--- src/rtl/sd_cmd_tx.sv ---
// SD command-line transmitter: accepts an index/argument pair, computes CRC7 with a
// serial crc7 engine, shifts the 48-bit frame out MSB-first and then idles for NCC bit-times.

module crc7 #(
  parameter int WIDTH = 40
) (
  input  logic             clk,
  input  logic             rst,
  input  logic             load,
  input  logic [WIDTH-1:0] data,
  output logic [6:0]       crc,
  output logic             ready
);
  localparam int CW = $clog2(WIDTH + 1);

  logic [WIDTH-1:0] sr_q, sr_d;
  logic [6:0]       crc_q, crc_d;
  logic [CW-1:0]    cnt_q, cnt_d;
  logic             busy_q, busy_d;
  logic             fb;

  // One message bit per cycle, x^7 + x^3 + 1; ready stays high until the next load.
  always_comb begin
    sr_d   = sr_q;
    crc_d  = crc_q;
    cnt_d  = cnt_q;
    busy_d = busy_q;
    fb     = sr_q[WIDTH-1] ^ crc_q[6];
    if (load) begin
      sr_d   = data;
      crc_d  = '0;
      cnt_d  = CW'(WIDTH);
      busy_d = 1'b1;
    end else if (busy_q && (cnt_q != '0)) begin
      sr_d  = {sr_q[WIDTH-2:0], 1'b0};
      crc_d = {crc_q[5:0], 1'b0} ^ {3'b000, fb, 2'b00, fb};
      cnt_d = cnt_q - 1'b1;
    end
  end

  always_ff @(posedge clk) begin
    if (rst) begin
      sr_q   <= '0;
      crc_q  <= '0;
      cnt_q  <= '0;
      busy_q <= 1'b0;
    end else begin
      sr_q   <= sr_d;
      crc_q  <= crc_d;
      cnt_q  <= cnt_d;
      busy_q <= busy_d;
    end
  end

  assign crc   = crc_q;
  assign ready = busy_q && (cnt_q == '0);
endmodule

module sd_cmd_tx #(
  parameter int DIV         = 4,
  parameter int NCC         = 8,
  parameter int CRC_TIMEOUT = 63
) (
  input  logic        clk,
  input  logic        reset_n,
  input  logic        cmd_valid,
  output logic        cmd_ready,
  input  logic [5:0]  cmd_index,
  input  logic [31:0] cmd_arg,
  output logic        cmd_out,
  output logic        cmd_oe,
  output logic        busy,
  output logic        done,
  output logic        error,
  output logic [2:0]  state_dbg
);
  localparam logic [2:0] S_IDLE     = 3'd0;
  localparam logic [2:0] S_LOAD     = 3'd1;
  localparam logic [2:0] S_CRC_WAIT = 3'd2;
  localparam logic [2:0] S_SHIFT    = 3'd3;
  localparam logic [2:0] S_GAP      = 3'd4;

  localparam int DW = (DIV > 1) ? $clog2(DIV) : 1;
  localparam int BW = (NCC > 64) ? $clog2(NCC) : 6;
  localparam int TW = $clog2(CRC_TIMEOUT + 1);

  logic [2:0]    state_q, state_d;
  logic [5:0]    index_q, index_d;
  logic [31:0]   arg_q, arg_d;
  logic [6:0]    crc_q, crc_d;
  logic [TW-1:0] to_q, to_d;
  logic [DW-1:0] div_q, div_d;
  logic [BW-1:0] bit_q, bit_d;

  logic          crc_load, crc_ready;
  logic [6:0]    crc_val;
  logic [47:0]   frame;
  logic [TW-1:0] to_inc;
  logic          div_wrap;
  logic          done_c, error_c;

  crc7 #(.WIDTH(40)) u_crc7 (
    .clk   (clk),
    .rst   (~reset_n),
    .load  (crc_load),
    .data  ({2'b01, index_q, arg_q}),
    .crc   (crc_val),
    .ready (crc_ready)
  );

  assign frame    = {2'b01, index_q, arg_q, crc_q, 1'b1};
  assign crc_load = (state_q == S_LOAD);
  assign to_inc   = to_q + 1'b1;
  assign div_wrap = (div_q == DW'(DIV - 1));

  // Handshake: a command transfers on a cycle with cmd_valid && cmd_ready; cmd_ready is
  // high only in IDLE, and index/arg are sampled solely on that transfer edge.
  always_comb begin
    state_d = state_q;
    index_d = index_q;
    arg_d   = arg_q;
    crc_d   = crc_q;
    to_d    = to_q;
    div_d   = div_q;
    bit_d   = bit_q;
    done_c  = 1'b0;
    error_c = 1'b0;
    case (state_q)
      S_IDLE: begin
        if (cmd_valid) begin
          index_d = cmd_index;
          arg_d   = cmd_arg;
          state_d = S_LOAD;
        end
      end
      S_LOAD: begin
        to_d    = '0;
        state_d = S_CRC_WAIT;
      end
      S_CRC_WAIT: begin
        to_d = to_inc;
        if (crc_ready) begin
          crc_d   = crc_val;
          div_d   = '0;
          bit_d   = '0;
          state_d = S_SHIFT;
        end else if (to_inc == TW'(CRC_TIMEOUT)) begin
          error_c = 1'b1;
          state_d = S_IDLE;
        end
      end
      S_SHIFT: begin
        div_d = div_wrap ? '0 : div_q + 1'b1;
        if (div_wrap) begin
          if (bit_q == BW'(47)) begin
            bit_d   = '0;
            state_d = S_GAP;
          end else begin
            bit_d = bit_q + 1'b1;
          end
        end
      end
      S_GAP: begin
        div_d = div_wrap ? '0 : div_q + 1'b1;
        if (div_wrap) begin
          if (bit_q == BW'(NCC - 1)) begin
            done_c  = 1'b1;
            state_d = S_IDLE;
          end else begin
            bit_d = bit_q + 1'b1;
          end
        end
      end
      default: state_d = S_IDLE;
    endcase
  end

  always_ff @(posedge clk) begin
    if (!reset_n) begin
      state_q <= S_IDLE;
      index_q <= '0;
      arg_q   <= '0;
      crc_q   <= '0;
      to_q    <= '0;
      div_q   <= '0;
      bit_q   <= '0;
    end else begin
      state_q <= state_d;
      index_q <= index_d;
      arg_q   <= arg_d;
      crc_q   <= crc_d;
      to_q    <= to_d;
      div_q   <= div_d;
      bit_q   <= bit_d;
    end
  end

  assign cmd_ready = (state_q == S_IDLE);
  assign busy      = (state_q != S_IDLE);
  assign cmd_oe    = (state_q == S_SHIFT);
  assign cmd_out   = cmd_oe ? frame[6'd47 - bit_q[5:0]] : 1'b1;
  // A reset asserted on the final cycle must not leak a completion or error pulse.
  assign done      = done_c & reset_n;
  assign error     = error_c & reset_n;
  assign state_dbg = state_q;
endmodule

--- config.mk ---
export PLATFORM = sky130hd
export DESIGN_NAME = sd_cmd_tx
export DESIGN_NICKNAME = d
export VERILOG_FILES = /design/src/rtl/sd_cmd_tx.sv
export SDC_FILE = /design/constraint.sdc
export NUM_CORES = 1
export LEC_CHECK = 0
export CAP_MARGIN = 15
export CORE_MARGIN = 10
export CORE_UTILIZATION = 50
export CTS_CLUSTER_SIZE = 25
export DETAILED_ROUTE_END_ITERATION = 6
export PLACE_DENSITY = 0.79
export SETUP_SLACK_MARGIN = 0.3
export SYNTH_ARGS = -nofsm -noshare
export SYNTH_HDL_FRONTEND = slang
export SYNTH_SLANG_ARGS = --single-unit
export TNS_END_PERCENT = 5
--- constraint.sdc ---
create_clock -name clk -period 3.27 [get_ports clk]
set_clock_uncertainty 0.15 [all_clocks]
set_input_delay 0.4905 -clock clk [delete_from_list [all_inputs] [get_ports clk]]
set_output_delay 0.4905 -clock clk [all_outputs]
set_load 0.005 [all_outputs]
Word-level counts from Yosys, hierarchy flattened
Index checks and enable logic that the tools add are counted.
{"block": "word_totals", "out_inout_bits": 9, "register_bits": 116, "word_cells": 88, "input_bits": 41}
{"block": "op_classes", "bitwise": 5, "add_sub_neg": 5, "n_lt_le_gt_ge": 1, "reduce_logical": 17, "eq_ne": 16, "mux": 31}
{"op": "$mux W39", "n": 2}
{"op": "$mux W6", "n": 7}
{"op": "$mux W3", "n": 7}
{"op": "$pmux W6 S3", "n": 1}
{"op": "$pmux W3 S5", "n": 1}
{"op": "$add A6 B1 Y6 const B", "n": 2}
{"op": "$eq A6 B6 Y1 const B", "n": 2}
{"op": "$pmux W6 S2", "n": 1}
{"op": "$ne A2 B2 Y1 const B", "n": 5}
{"op": "$mux W1", "n": 8}
{"op": "$lt A6 B7 Y1 const B", "n": 1}
{"op": "$xor A7 B4 Y7", "n": 1}
{"op": "$bmux W1 S6", "n": 1}
{"op": "$eq A3 B2 Y1 const B", "n": 2}
{"op": "$eq A6 B3 Y1 const B", "n": 1}
{"op": "$logic_not A6 Y1", "n": 1}
{"op": "$reduce_and A2 Y1", "n": 3}
{"op": "$reduce_and A6 Y1", "n": 1}
{"op": "$reduce_bool A2 Y1", "n": 3}
{"op": "$reduce_bool A3 Y1", "n": 2}
{"op": "$reduce_bool A6 Y1", "n": 1}
{"op": "$sub A6 B1 Y6 const B", "n": 1}
{"op": "$sub A6 B6 Y6 const A", "n": 1}
{"op": "$reduce_and A5 Y1", "n": 1}
{"op": "other kinds (14)", "n": 19}

Longest topological paths before layout
Gate-level depths: netlist (run 1).
{"block": "depth", "ltp_word": 6, "mapped_depth": 9, "depth_no_buf": 7}

Cells and area by module
A second synthesis (run 1) with hierarchy kept.
{"block": "hier_totals", "cells_unflattened": 659, "hier_area_um2": 5514.0}
{"module": "sd_cmd_tx", "cells_each": 366, "seq_area_each_um2": 1241.2, "n_inst": 1, "area_per_inst_um2": 2954.1}
{"module": "crc7", "cells_each": 293, "seq_area_each_um2": 1081.0, "n_inst": 1, "area_per_inst_um2": 2560.0}

Worst setup path before layout (run 1)
No wires, ideal clock.
{"block": "synth_timing", "path_kind": "register -> register", "from": "reg state_q[1] (netlist: state_dbg[1])", "to": "reg bit_q[5]", "synth_period_minus_slack_ns": 2.447, "arrival_ns": 2.227, "stages_incl_launch_ff": 9, "path_buffers": 3, "required_time_ns": 3.050, "setup_time_ns": 0.070, "slack_ns": 0.823, "path_cell_list": "dfxtp_1 buf_4 or3b_1 buf_2 or4_1 a21boi_1 buf_6 or4_1 a21oi_1"}
{"block": "synth_between", "elab_chain_cells": 3, "word_cells_on_any_way": 10, "classes_between": "eq/ne: 7; mux: 1; reduce/logical: 2"}
{"element": "start: declaration", "line": "87", "rtl": "logic [2:0] state_q, state_d;"}
{"element": "start signal: assignment", "line": "188", "rtl": "state_q <= state_d;"}
{"element": "$eq A3 B3 Y1 / $eq A3 B2 Y1 (equally long branches)", "line": "128", "rtl": "case (state_q)"}
{"element": "$ne A2 B2 Y1 (no source line) (tied with other cells)"}
{"element": "$reduce_and A5 Y1 (no source line)"}
{"element": "end signal: assignment", "line": "194", "rtl": "bit_q <= bit_d;"}
{"element": "end: declaration", "line": "93", "rtl": "logic [BW-1:0] bit_q, bit_d;"}
Several ways; a longest one is shown, not always the timed one.
A chain may end at the register's enable or synchronous reset.

Worst setup path in the final report (run 1)
{"block": "layout_timing", "from": "reg bit_q[1]", "to": "out cmd_out"}
{"block": "layout_between", "elab_chain_cells": 4}
{"element": "$sub A6 B6 Y6", "line": "201", "rtl": "assign cmd_out = cmd_oe ? frame[6'd47 - bit_q[5:0]] : 1'b1;"}
{"element": "$bmux W1 S6", "line": "201"}
{"element": "$mux W1 (implied by the code)", "line": "201"}
{"element": "$mux W1", "line": "201"}
{"element": "end: declaration", "line": "70", "rtl": "output logic cmd_out,"}
No other way between the ends. The select of a mux whose other input is x is not followed.

==> results of run 1 <==
==> worst paths after layout <==
path                                      start         endpoint  slack, ns
worst max-delay path                   bit_q[1]          cmd_out       0.43
worst min register to register  u_crc7.sr_q[38]  u_crc7.sr_q[39]       0.31
worst min-delay path            u_crc7.sr_q[38]  u_crc7.sr_q[39]       0.31
worst max register to register     state_dbg[1]         bit_q[2]       0.54
==> final cells by class <==
cell class                      instances  area [um^2]  share of cell area, %
Tap cell                              136          170                   2.63
Sequential cell                       116         2340                   36.1
Inverter                               11         41.3                  0.638
Clock inverter                         14          201                   3.11
Timing Repair Buffer                   65          627                   9.69
Multi-Input combinational cell        474         2670                   41.3
Clock buffer                           18          418                   6.46
==> metrics by stage <==
stage	total power, mW	instance area (um^2)	setup slack (ns)	utilization, %	cells
floorplan	1.91	5210	0.823	-	652
global placement	2.05	5750	0.388	56.2	796
detailed placement	2.07	5750	0.354	56.2	796
CTS	4.02	6410	0.229	62.7	829
global route	4.17	6470	0.288	63.2	834
finish	4.00	6470	0.427	63.2	834
==> worst reg2reg max path: stages (launching register included) <==
cell      delay [ns]
dfxtp_1         0.48
or3b_1          0.54
or4_1           0.50
a21boi_1        0.26
or4b_1          0.52
a21oi_1         0.19
==> logic make-up after synthesis <==
family                     count (synthesis)  synth area share (%)
buffers and inverters                     62                  4.90
and+or+nand+nor                          299                  24.4
AOI/OAI and AO/OA                        132                  16.5
muxes                                     26                  6.26
adders and majority gates                  8                  1.92
DFF                                      116                  44.5
xor gates and xnor gates                   9                  1.51
==> cell usage after synthesis, types with 5 or more instances <==
cell type  number  area share [%]
nand2_1       182              13
dfxtp_1       116              45
a21oi_1        63             6.0
nor2_1         63             4.5
clkbuf_1       44             3.2
a311oi_1       39             6.6
mux2i_1        18             3.5
nand3_1        11             1.1
inv_1          10            0.72
ha_1            8             1.9
nor3_1          8            0.77
o21ai_0         7            0.67
xor2_1          7             1.2
a31oi_1         6            0.72
mux4_2          5             2.2
==> routing by layer <==
| metal | part of all wire, % | up-vias | wire [um] |
|---|---|---|---|
| met5 | 0 | - | 0 |
| met4 | 1.7 | 0 | 218 |
| met3 | 5.7 | 22 | 727 |
| met2 | 49 | 131 | 6310 |
| met1 | 44 | 2201 | 5590 |
| li1 | - | 2326 | - |
==> power groups by stage <==
stage / logic [mW] / clock network, mW / registers (mW)
5_1_grt: 0.525 / 2.02 / 1.62
2_1_floorplan: 0.313 / 0 / 1.60
3_3_place_gp: 0.425 / 0 / 1.63
6_report: 0.464 / 1.93 / 1.60
3_5_place_dp: 0.443 / 0 / 1.63
4_1_cts: 0.459 / 1.95 / 1.60
==> state kept, by name (all words and copies together), names as in the netlist <==
name,flops
u_crc7.sr_q,40
arg_q,32
crc_q,7
u_crc7.crc,7
bit_q,6
index_q,6
to_q,6
u_crc7.cnt_q,6
state_dbg,3
div_q,2
u_crc7.busy_q,1
==> repair_timing <==
action | in CTS | in global routing
pin swaps | 0 | 3
setup endpoints to repair | 3 | 2
setup buffers | 1 | 5
resized for setup | 14 | 9
==> summary.txt, run 1 <==
Hold Path Depth - 2
Die width - 122 um
Switch share - 25.9%
Grt total ovfl - 0
First-pass GRT wire length - 21300 um
Internal Pwr Total - 2.97 mW
Grt peak-use layer - met2
YS warnings - 0
Max-cap violations - 0
Tcrit/Tclk final - 87.0%
Req. time, crit path - 2.63 ns
Slew Limit Headroom - 31.0%
Core Box Area - 10200 um^2
CP max stage cell - dfxtp_4
RSZ-0062 raised after global routing - yes
Seq cells post-synth - 116
Mapped Nets - 701
CTS Sinks - 116
Vias in the first global route - 4459
Maximum root-to-sink buffer count - 2
Pin count of the biggest net entering global routing - 99
# fillers - 863
Seq pwr share - 40.1%
Clock Pin Slew Worst Setup and Hold Paths - 0.06 ns
Commonest non-fill, non-tap cell in the layout - nand2_1
Area Overhead vs Synth - 24.0%
Routed Antenna Nets - 0
# port buffers - 49
Crit end category - primary output
CTS buffer count - 17
Part of the power in the clock network - 48.3%
Max Clk Rate - 352 MHz
Fraction of registers with async set/reset - 0%
CP max stage delay - 0.40 ns
Initial core utilization - 51.0%
EDFF count, synth - 0
Dominant synthesized flop cell - dfxtp_1
Pre-antenna DRT Iters - 5
Critical Path AT - 2.20 ns
Final WL - 12800 um
Net Switching - 1.04 mW
Cell count along the critical path - 6
Setup Viol. Count Final - 0
Final Hold Fails - 0
Avg WL per Cell - 15.4 um
Worst skew pair latency - 0.52 ns
Crit path kind - reg2out
Total GRT Usage - 17.5%
Die Y - 122 um
Hold crit path type - reg2reg
Startpoint types - flip-flop
Actual slew at the worst max-slew pin - 1.04 ns
Post-synthesis area per instance - 8.00 um^2
Maximum VDD drop - 0.000459 V
Critical Path Fanout Max - 8
Avg Vias per Cell - 5.61
# diodes - 0
PD cells - 619 nW/um^2
Hold slack - 0.308 ns
GR Util met3 - 5.83%
Root Buffer - clkbuf_8
Cell Chain, Critical Path - mux2_2 -> a221o_1 -> and3_1 -> o22ai_1 -> nand4_1 -> clkbuf_2
M1 GR Usage - 21.4%
# nets final - 734
Layout cells sized above 1 - 10.3%
Post-CTS Hold Buffers - 0
Via count - 4680
Logic pwr share - 11.6%
Die area - 14900 um^2
Placed wire-length estimate - 8210 um
Cell area after synthesis - 5210 um^2
Final TNS setup - 0 ns
GR Util met2 - 28.5%
Fin crit period - 2.84 ns
Placer Congestion - 0.828
Crit path max-delay family - compound AO/OA/AOI/OAI gates
Worst reg2reg path depth - 5
Post-Syn Instances - 652
Leakage - 2.42 nW
Register area share after synthesis - 44.5%
Status - complete, no violations
Yosys cell types - 49
Most frequent cells in the layout - 182 x nand2_1, 109 x dfxtp_1, 63 x nor2_1, 63 x a21oi_1, 46 x clkdlybuf4s50_1
CTS H-tree lvls - 4
Ports - 50
DRT iter0 DRCs - 438
Row count - 37
Remaining DRCs - 0
Final slew viol count - 0
Critical path buffer and inverter count - 1
Initial antenna violation count - 0
TritonCTS clock tree - yes
Note: power is estimated with default switching activity, not from simulation.
==> run 2: changes to the inputs <==
- CORE_ASPECT_RATIO: not set -> 0.7
- RECOVER_POWER: not set -> 100
==> summary.txt, run 2 (synthesis gave the netlist of run 1 again) <==
# nets final - 733
Setup Viol. Count Final - 0
Maximum root-to-sink buffer count - 2
Maximum VDD drop - 0.000436 V
Avg Vias per Cell - 5.80
Initial core utilization - 50.7%
Failing checks - capacitance limit, slew limit
Critical Path AT - 3.08 ns
Ports - 50
Final WL - 13700 um
# port buffers - 49
Remaining DRCs - 0
Critical Path Fanout Max - 98
Final WS setup - 0.297 ns
Pre-CTS WS - 0.374 ns
Fin crit period - 2.97 ns
PD cells - 639 nW/um^2
Die area - 15000 um^2
Crit path kind - in2reg
Register area - 2330 um^2
Die Y - 105 um
CTS buffer count - 17
Pre-antenna DRT Iters - 4
Top Registers - u_crc7.sr_q (40), arg_q (32)
Via count - 4801
# fillers - 831
Routed Antenna Nets - 0
DP Area - 5760 um^2
Final Instance Count excl. Fillers - 828
Leakage - 2.45 nW
Final slew viol count - 99
Initial antenna violation count - 0
CTS H-tree lvls - 4
Placed Cells - 794
RSZ-0062 raised after global routing - yes
Worst skew pair latency - 0.41 ns
Most frequent cells in the layout - 182 x nand2_1, 111 x dfxtp_1, 63 x nor2_1, 63 x a21oi_1, 40 x clkdlybuf4s50_1
Startpoint types - input port
Req. time, crit path - 3.38 ns
Vias in the first global route - 4623
Final instance area - 6480 um^2
Status - finished, violations left
Die width - 142 um
Max Clk Rate - 336 MHz
Slew Limit Headroom - -32.9%
Hold crit path type - reg2reg
Max-cap violations - 1
Total Power - 4.14 mW
Tcrit/Tclk final - 90.9%
Core Box Area - 10300 um^2
Max reg flops - 40
Area Overhead vs Synth - 24.3%
Multi-input combinational cell area - 2670 um^2
# diodes - 0
CTS Sinks - 116
Root Buffer - clkbuf_16
Crit end category - flip-flop
Final Hold Fails - 0
Commonest non-fill, non-tap cell in the layout - nand2_1
Actual slew at the worst max-slew pin - 1.99 ns
Clock Pin Slew Worst Setup and Hold Paths - 0.05 ns
Layout cells sized above 1 - 9.34%
DRT iter0 DRCs - 426
Final TNS setup - 0 ns
Pin count of the biggest net entering global routing - 99
Placer Congestion - 0.958
Placed wire-length estimate - 8640 um
Total GRT Usage - 18.1%
TritonCTS clock tree - yes
Row count - 31
Avg WL per Cell - 16.6 um
Grt total ovfl - 0
First-pass GRT wire length - 22400 um
Reg with most FFs - u_crc7.sr_q
[run 2: changes by cell type in the layout (fill, tap and decap cells not counted), sizes merged, moves of 2 or more]
cell,before,now
dlygate4sd3,0,7
clkdlybuf4s50,46,40
clkbuf,19,24
buf,16,13
inv,14,11
clkinv,5,3
[run 2: area by class of cell]
| type | count | share of cell area [%] |
|---|---|---|
| Inverter | 11 | 0.637 |
| Sequential cell | 116 | 36.0 |
| Timing Repair Buffer | 64 | 9.44 |
| Tap cell | 132 | 2.55 |
| Clock inverter | 9 | 2.66 |
| Multi-Input combinational cell | 474 | 41.1 |
| Clock buffer | 22 | 7.63 |
[run 2: per-layer routing]
metal  global-route usage, %  vias to the layer above  wire length [um]  part of all wire, %
met5                       0                        -                 0                    0
met4                    7.42                        0               242                  1.8
met3                    5.07                       29               917                  6.7
met2                    27.4                      191              6110                   45
met1                    23.7                     2268              6440                   47
li1                        -                     2313                 -                    -
[run 2: worst max-delay path: stages]
cell             delay (ns)
clkdlybuf4s50_1        0.46
clkbuf_1               0.31
inv_2                  0.06
clkbuf_2               1.01
a311oi_1               0.71
[run 2: stage by stage]
step	utilization [%]	hold WS, ns
floorplan	-	0.282
global placement	56.1	0.306
detailed placement	56.1	0.309
CTS	62.8	0.317
global route	63.1	0.342
finish	63.1	0.319
[run 2: timing repair]
| action | 4_1_cts | 5_1_grt |
|---|---|---|
| resized for setup | 6 | 11 |
| setup endpoints to repair | 3 | 3 |
| endpoints found under the hold margin | 0 | 0 |
| pin swaps | 0 | 1 |
| setup buffers | 3 | 0 |
| hold buffers | 0 | 0 |
[run 2: power by group]
group / internal (mW) / switching, mW
clock: 1.44 / 0.638
combinational: 0.186 / 0.267
sequential: 1.52 / 0.0864
[run 2: path summary, 6_finish.rpt]
| check | start | endpoint | slack, ns | cells past startpoint |
|---|---|---|---|---|
| worst max-delay path | reset_n | u_crc7.sr_q[3] | 0.30 | 5 |
| worst min-delay path | u_crc7.sr_q[0] | u_crc7.sr_q[0] | 0.32 | 2 |
| worst max register to register | state_dbg[1] | bit_q[2] | 0.42 | 5 |
| worst min register to register | u_crc7.sr_q[0] | u_crc7.sr_q[0] | 0.32 | 2 |
